`src/rtl/sum_alarm_monitor.sv`:
```
// Averages, peak-holds and alarms on the 10-bit output of a 4-sample running-sum stage.
// The over-level alarm is debounced in both directions and has hysteresis between the two thresholds.
module sum_alarm_monitor #(
    parameter int unsigned HI_TH    = 800,
    parameter int unsigned LO_TH    = 400,
    parameter int unsigned DEBOUNCE = 3
) (
    input  logic       clk,
    input  logic       reset,
    input  logic [9:0] sum,
    input  logic       en,
    input  logic       clear,
    output logic [7:0] avg,
    output logic [9:0] peak,
    output logic       alarm,
    output logic [7:0] alarm_cnt,
    output logic [1:0] state
);

    localparam int unsigned SUM_W = 10;
    localparam int unsigned CNT_W = 4;
    localparam int unsigned EVT_W = 8;

    localparam logic [SUM_W-1:0] HI_LVL  = SUM_W'(HI_TH);
    localparam logic [SUM_W-1:0] LO_LVL  = SUM_W'(LO_TH);
    localparam logic [CNT_W-1:0] DEB_LEN = CNT_W'(DEBOUNCE);
    localparam logic [EVT_W-1:0] EVT_MAX = '1;

    typedef enum logic [1:0] {
        NORMAL  = 2'd0,
        PEND_HI = 2'd1,
        ALARM   = 2'd2,
        PEND_LO = 2'd3
    } state_t;

    state_t           state_q;
    state_t           state_d;
    logic [CNT_W-1:0] deb_q;
    logic [CNT_W-1:0] deb_d;
    logic [CNT_W-1:0] deb_inc;
    logic             enter_alarm;
    logic             is_hi;
    logic             is_lo;
    logic             alarm_d;

    assign is_hi   = (sum >= HI_LVL);
    assign is_lo   = (sum <= LO_LVL);
    assign deb_inc = CNT_W'(deb_q + CNT_W'(1));

    // Debounce / hysteresis next-state; nothing moves on clocks without en.
    always_comb begin
        state_d     = state_q;
        deb_d       = deb_q;
        enter_alarm = 1'b0;
        if (en) begin
            unique case (state_q)
                NORMAL: begin
                    if (is_hi) begin
                        if (DEB_LEN == CNT_W'(1)) begin
                            state_d     = ALARM;
                            deb_d       = '0;
                            enter_alarm = 1'b1;
                        end else begin
                            state_d = PEND_HI;
                            deb_d   = CNT_W'(1);
                        end
                    end else begin
                        deb_d = '0;
                    end
                end
                PEND_HI: begin
                    if (is_hi) begin
                        if (deb_inc == DEB_LEN) begin
                            state_d     = ALARM;
                            deb_d       = '0;
                            enter_alarm = 1'b1;
                        end else begin
                            deb_d = deb_inc;
                        end
                    end else begin
                        state_d = NORMAL;
                        deb_d   = '0;
                    end
                end
                ALARM: begin
                    if (is_lo) begin
                        if (DEB_LEN == CNT_W'(1)) begin
                            state_d = NORMAL;
                            deb_d   = '0;
                        end else begin
                            state_d = PEND_LO;
                            deb_d   = CNT_W'(1);
                        end
                    end else begin
                        deb_d = '0;
                    end
                end
                PEND_LO: begin
                    if (is_lo) begin
                        if (deb_inc == DEB_LEN) begin
                            state_d = NORMAL;
                            deb_d   = '0;
                        end else begin
                            deb_d = deb_inc;
                        end
                    end else begin
                        state_d = ALARM;
                        deb_d   = '0;
                    end
                end
                default: begin
                    state_d = NORMAL;
                    deb_d   = '0;
                end
            endcase
        end
    end

    assign alarm_d = (state_d == ALARM) || (state_d == PEND_LO);

    always_ff @(posedge clk or negedge reset) begin
        if (!reset) begin
            state_q <= NORMAL;
            deb_q   <= '0;
            alarm   <= 1'b0;
        end else begin
            state_q <= state_d;
            deb_q   <= deb_d;
            alarm   <= alarm_d;
        end
    end

    always_ff @(posedge clk or negedge reset) begin
        if (!reset) begin
            avg <= '0;
        end else if (en) begin
            avg <= sum[9:2];
        end
    end

    // A clear that coincides with a sample opens the new peak window with that sample.
    always_ff @(posedge clk or negedge reset) begin
        if (!reset) begin
            peak <= '0;
        end else if (clear) begin
            peak <= en ? sum : '0;
        end else if (en && (sum > peak)) begin
            peak <= sum;
        end
    end

    always_ff @(posedge clk or negedge reset) begin
        if (!reset) begin
            alarm_cnt <= '0;
        end else if (clear) begin
            alarm_cnt <= enter_alarm ? EVT_W'(1) : '0;
        end else if (enter_alarm && (alarm_cnt != EVT_MAX)) begin
            alarm_cnt <= EVT_W'(alarm_cnt + EVT_W'(1));
        end
    end

    assign state = state_q;

endmodule
```
`config.mk`:
```
export PLATFORM = sky130hd
export DESIGN_NAME = sum_alarm_monitor
export DESIGN_NICKNAME = d
export VERILOG_FILES = /design/src/rtl/sum_alarm_monitor.sv
export SDC_FILE = /design/constraint.sdc
export NUM_CORES = 1
export LEC_CHECK = 0
export BUFFER_PORTS_ARGS = -buffer_cell sky130_fd_sc_hd__buf_2
export CORE_MARGIN = 2
export CORE_UTILIZATION = 35
export DETAILED_ROUTE_END_ITERATION = 10
export PLACE_DENSITY_LB_ADDON = 0.3
export SYNTH_ARGS = -nofsm -noshare
export SYNTH_HDL_FRONTEND = slang
export SYNTH_SLANG_ARGS = --single-unit
```
`constraint.sdc`:
```
create_clock -name clk -period 2.71 [get_ports clk]
set_clock_uncertainty 0.15 [all_clocks]
set_input_delay 0.1355 -clock clk [delete_from_list [all_inputs] [get_ports clk]]
set_output_delay 0.1355 -clock clk [all_outputs]
set_load 0.03 [all_outputs]
```
Word level (Yosys, flattened, before mapping)
Index checks and enable logic that the tools add are counted.
{"block": "op_classes", "reduce_logical": 6, "eq_ne": 7, "n_lt_le_gt_ge": 3, "muxes": 24, "n_addsub": 2}
{"op": "$mux W10", "count": 3}
{"op": "$mux W8", "count": 2}
{"op": "$pmux W4 S4", "count": 1}
{"op": "$mux W2", "count": 7}
{"op": "$mux W4", "count": 3}
{"op": "$ge A10 B10 Y1 const B", "count": 1}
{"op": "$gt A10 B10 Y1", "count": 1}
{"op": "$le A10 B9 Y1 const B", "count": 1}
{"op": "$add A8 B1 Y8 const B", "count": 1}
{"op": "$eq A2 B2 Y1 const B", "count": 4}
{"op": "$ne A8 B8 Y1 const B", "count": 1}
{"op": "$pmux W2 S4", "count": 1}
{"op": "$mux W1", "count": 7}
{"op": "$add A4 B1 Y4 const B", "count": 1}
{"op": "$eq A4 B2 Y1 const B", "count": 1}
{"op": "$reduce_bool A2 Y1", "count": 2}
{"op": "$eq A2 B1 Y1 const B", "count": 1}
{"op": "$logic_and A1 B1 Y1", "count": 2}
{"op": "$logic_not A2 Y1", "count": 1}
{"op": "$logic_or A1 B1 Y1", "count": 1}
{"block": "totals", "output_inout_bits": 29, "ff_bits": 33, "input_bits": 14, "elab_cells": 48}

Depth between registers and ports, before layout
{"block": "logic_depth", "ltp_word": 9, "depth_mapped": 8, "mapped_depth_nobuf": 7}

Worst setup path before layout
OpenSTA, ideal clock, no wires.
{"block": "synth_path", "path_kind": "reg-to-reg", "start": "reg peak[9]", "end": "reg peak[0]", "slack_ps": 539, "t_arrival_ps": 1920, "stages_incl_launch_ff": 9, "period_less_slack_ps": 2171, "cell_sequence": "dfrtp_1 inv_1 ha_1 nand4_1 or2_1 o221ai_1 clkbuf_1 a21oi_1 o32ai_1"}
{"block": "synth_via", "elab_chain_len": 3}
{"item": "from (decl)", "line_no": "14", "source": "output logic [9:0] peak,"}
{"item": "from (signal assigned)", "line_no": "146", "source": "peak <= en ? sum : '0;"}
{"item": "from (signal assigned)", "line_no": "148", "source": "peak <= sum;"}
{"item": "$gt A10 B10 Y1", "line_no": "147", "source": "end else if (en && (sum > peak)) begin"}
{"item": "$logic_and A1 B1 Y1", "line_no": "147"}
{"item": "$reduce_bool A2 Y1 (no source line)"}
Every way passes these cells.
A chain may end at the register's enable or synchronous reset.

Worst setup path after layout
{"block": "layout_path", "start": "reg peak[8]", "end": "reg peak[6]"}
The elaborated chain is that of the path after synthesis.

==> impl_results.md <==
- Total number of H-tree levels: 2
- Clock Sink Count: 33
- Power consumption: 1.31 mW
- Largest stage delay on the critical path: 0.35 ns
- Worst Path Arrival: around 2.4 ns
- Final-report max-slew violation count: 0
- Placed insts: 301
- Overall overflow remaining after global route: 0
- CTS root buf: sky130_fd_sc_hd__clkbuf_8
- Count of non-filler cells in the finished layout: between 300 and 400
- Number of input and output port buffers inserted: 42
- Area fraction of the dominant cell type after synthesis: 0.436
- Layout cells sized above 1: 0.275
- Die W: 77.5 µm
- Outcome: finished clean
- Startpoint kind of the worst setup timing path: flip-flop
- Die Span Y: just under 80 µm
- Simple-gate share of the synthesized area: 0.186
- Number of buffers between clock root and the deepest sink: 2
- Type of the worst setup path: reg2reg
- Setup slack after layout: 0.355 ns
- Dominant register cell in the synthesized netlist: sky130_fd_sc_hd__dfrtp_1
- Sequential-to-total area share from yosys stat: 0.436
- Number of global-route vias before repair: 1499
- Average cell area after synthesis: a little under 10 µm²
- Detailed-route via count: 1633
- Number of detailed-route iterations in the first pass: 4
- Ordered list of cells on the worst path: inv_1 -> ha_1 -> nand4_1 -> or2_1 -> o21a_1 -> and2_1 -> o311ai_1
- GRT Overall Usage: 0.163
- Detailed-route vias per instance: 5.27
- Hold path startpoint: sum[1]
- CTS buffer count: 5
- Sum of buffers and inverters on the critical path: 1
- Placeable core area: between 0.005 and 0.006 mm²
- Net count, final: 267
- Count of nets left with antenna violations after detail routing: 0
- Final period demand of the worst path: 2.35 ns
- RSZ-0062 raised after global routing: false
- Static Leakage: approximately 1.1 nW
- Initial drt markers: 59
- Remaining routing DRC violations: 0
- Routed wirelength normalized by instance count: 14.5 µm
- Share of synthesized area spent on multiplexers: 0.0582
- Highest-delay cell along the critical path: sky130_fd_sc_hd__dfrtp_1
- Data required time at the worst endpoint: between 2 and 3 ns
- Largest family of logic cells by synthesized area: simple AND/OR/NAND/NOR gates
- Crit path max-delay family: simple AND/OR/NAND/NOR gates
- Total wire length after detailed routing: 4490 µm
- Sort of element at the end of the critical path: flip-flop
- Max IR drop VDD: 264 µV
- Hold crit path type: in2reg
- Compound-gate portion of the synthesized area: 0.169
- Final critical-path share of the clock period: 0.869
- DP HPWL: around 3200 µm
- Largest cells by area after synthesis: sky130_fd_sc_hd__dfrtp_1 (44%), sky130_fd_sc_hd__ha_1 (8.6%), sky130_fd_sc_hd__mux2_2 (4.8%)
- Starting density of the core: 0.366
- Async set or reset register ratio after synthesis: 1.00
- Transition time at the pin with the least slew margin: 0.744 ns
- Highest clock rate: between 0.4 and 0.5 GHz
- Overall die area: 0.00601 mm²
- Accumulated negative setup slack: 0 ns
- Worst slew margin relative to its limit: 0.504
- Post-Synth Adder-Cell Area: 0.0859
- Reg-to-reg startpoint: peak[8]$_DFFE_PN0P_
- Number of different library cells in the post-synthesis netlist: 42
- Antenna violations before repair: 0
- Launching element of the worst setup path: peak[8]$_DFFE_PN0P_
- First-pass GRT wire length: 7650 µm
- Netlist area before placement: roughly 0.0019 mm²
- CP Max Fanout: 11
- XOR/XNOR share of the synthesized area: 0.00925
- Synth Warn #: 0
- Number of flops mapped to enable cells by yosys: 0
- Largest area contributor in the synthesized netlist: sky130_fd_sc_hd__dfrtp_1
- Flip-flop and latch count after synthesis: 33
- Number of hold violations in the final report: 0
- Max cap viols: 0
- Post-synthesis net count: around 220
- Layout overhead on the synthesized area: 20.4%
- Number of placement rows: 26
- Clock-pin transition on the worst setup and hold timing paths: roughly 0.070 ns
- Number of top-level pins: 43
- Post-placement worst setup slack: between 0.4 and 0.5 ns
- Count of mapped cells out of synthesis: 195
- Weighted congestion reported at the end of routability-driven placement: roughly 0.79
- Worst-skew pair later-pin latency: 0.28 ns
- Power density over the cells: ~580 mW/mm²
- Maximum number of pins on one net before global-route repair: 34
- Finish-stage setup viols: 0
- Total of cells resized after clock tree synthesis: 0
- TritonCTS clock tree: done
- Diode count: 0
[placed cells by master (no fill, tap or decap), drive strengths merged, types with 3 or more instances in the layout]
cell,netlist,final
nand3,14,14
a41o,3,3
mux2,8,8
nand2,19,19
a21oi,11,11
nor2,6,6
clkbuf,4,7
or3,5,5
o22ai,4,4
o21ai,5,5
nand3b,3,3
ha,13,13
buf,4,44
and2,3,3
nand4,7,7
o311ai,9,9
dfrtp,33,33
inv,19,19
[synthesized netlist by cell type (3+ instances only)]
| master | number |
|---|---|
| sky130_fd_sc_hd__a21oi_1 | 11 |
| sky130_fd_sc_hd__and2_1 | 3 |
| sky130_fd_sc_hd__buf_2 | 3 |
| sky130_fd_sc_hd__clkbuf_1 | 4 |
| sky130_fd_sc_hd__dfrtp_1 | 33 |
| sky130_fd_sc_hd__ha_1 | 13 |
| sky130_fd_sc_hd__inv_1 | 19 |
| sky130_fd_sc_hd__mux2_2 | 8 |
| sky130_fd_sc_hd__nand2_1 | 18 |
| sky130_fd_sc_hd__nand3_1 | 14 |
| sky130_fd_sc_hd__nand4_1 | 5 |
| sky130_fd_sc_hd__nor2_1 | 6 |
| sky130_fd_sc_hd__o21ai_0 | 5 |
| sky130_fd_sc_hd__o22ai_1 | 4 |
| sky130_fd_sc_hd__o311ai_1 | 9 |
| sky130_fd_sc_hd__or3_1 | 5 |
[through the flow]
stage / util / hold slack, ns / area, µm²
after floorplan: - / -0.310 / 1890
after global placement: 0.420 / 0.0992 / 2170
after detailed placement: 0.420 / 0.0970 / 2170
after CTS: 0.440 / 0.00362 / 2280
after global routing: 0.440 / 0.0113 / 2280
final: 0.440 / 0.00207 / 2280
[worst min-delay path, cell delays in order]
cell	delay, ns
sky130_fd_sc_hd__buf_2	0.12
sky130_fd_sc_hd__nand2_1	0.06
sky130_fd_sc_hd__o311ai_1	0.08
[path summary, 6_finish.rpt]
| kind | cells after the start | slack [ns] | end |
|---|---|---|---|
| worst max register to register | 7 | 0.36 | peak[6]$_DFFE_PN0P_ |
| worst max-delay path | 7 | 0.36 | peak[6]$_DFFE_PN0P_ |
| worst min-delay path | 3 | 0.002 | peak[1]$_DFFE_PN0P_ |
| worst min register to register | 1 | 0.35 | avg[7]$_DFFE_PN0P_ |
| max in group asynchronous | 2 | 1.63 | alarm_cnt[5]$_DFFE_PN0P_ |
| min in group asynchronous | 2 | 0.30 | peak[2]$_DFFE_PN0P_ |
[logic make-up after synthesis]
kind of cell	after synthesis
AND/OR/NAND/NOR	65
AO/OA/AOI/OAI	45
flip-flops	33
buffers and inverters	27
adder cells (fa/ha/maj)	13
multiplexers	10
XOR/XNOR	2
[registers in the layout (all words and copies together) (netlist names)]
register   flops
alarm          1
deb_q          4
state          2
peak          10
avg            8
alarm_cnt      8
[per-layer routing]
layer	share of wire	routed length [µm]	vias up	track usage
li1	-	-	808	-
met1	0.50	2230	774	0.239
met2	0.43	1950	44	0.234
met3	0.051	229	7	0.0326
met4	0.018	82	0	0.0643
met5	0	0	-	0
[area by class of cell]
| cell class | count | area, µm² |
|---|---|---|
| Fill cell | 519 | 2890 |
| Timing Repair Buffer | 46 | 245 |
| Multi-Input combinational cell | 135 | 962 |
| Sequential cell | 33 | 826 |
| Tap cell | 70 | 87.6 |
| Inverter | 19 | 71.3 |
| Clock buffer | 7 | 86.3 |
[timing repair]
action	CTS	global route
hold buffers	2	0
endpoints found under the hold margin	34	0
buffers inserted	0	0
[where the power goes]
part | leakage [nW] | switching [mW] | total, mW | internal, mW
Combinational | 0.591 | 0.248 | 0.374 | 0.126
Sequential | 0.426 | 0.0268 | 0.564 | 0.538
Clock | 0.0443 | 0.174 | 0.375 | 0.201
Total | 1.06 | 0.449 | 1.31 | 0.865
No activity file was read; power rests on OpenSTA's default activity.
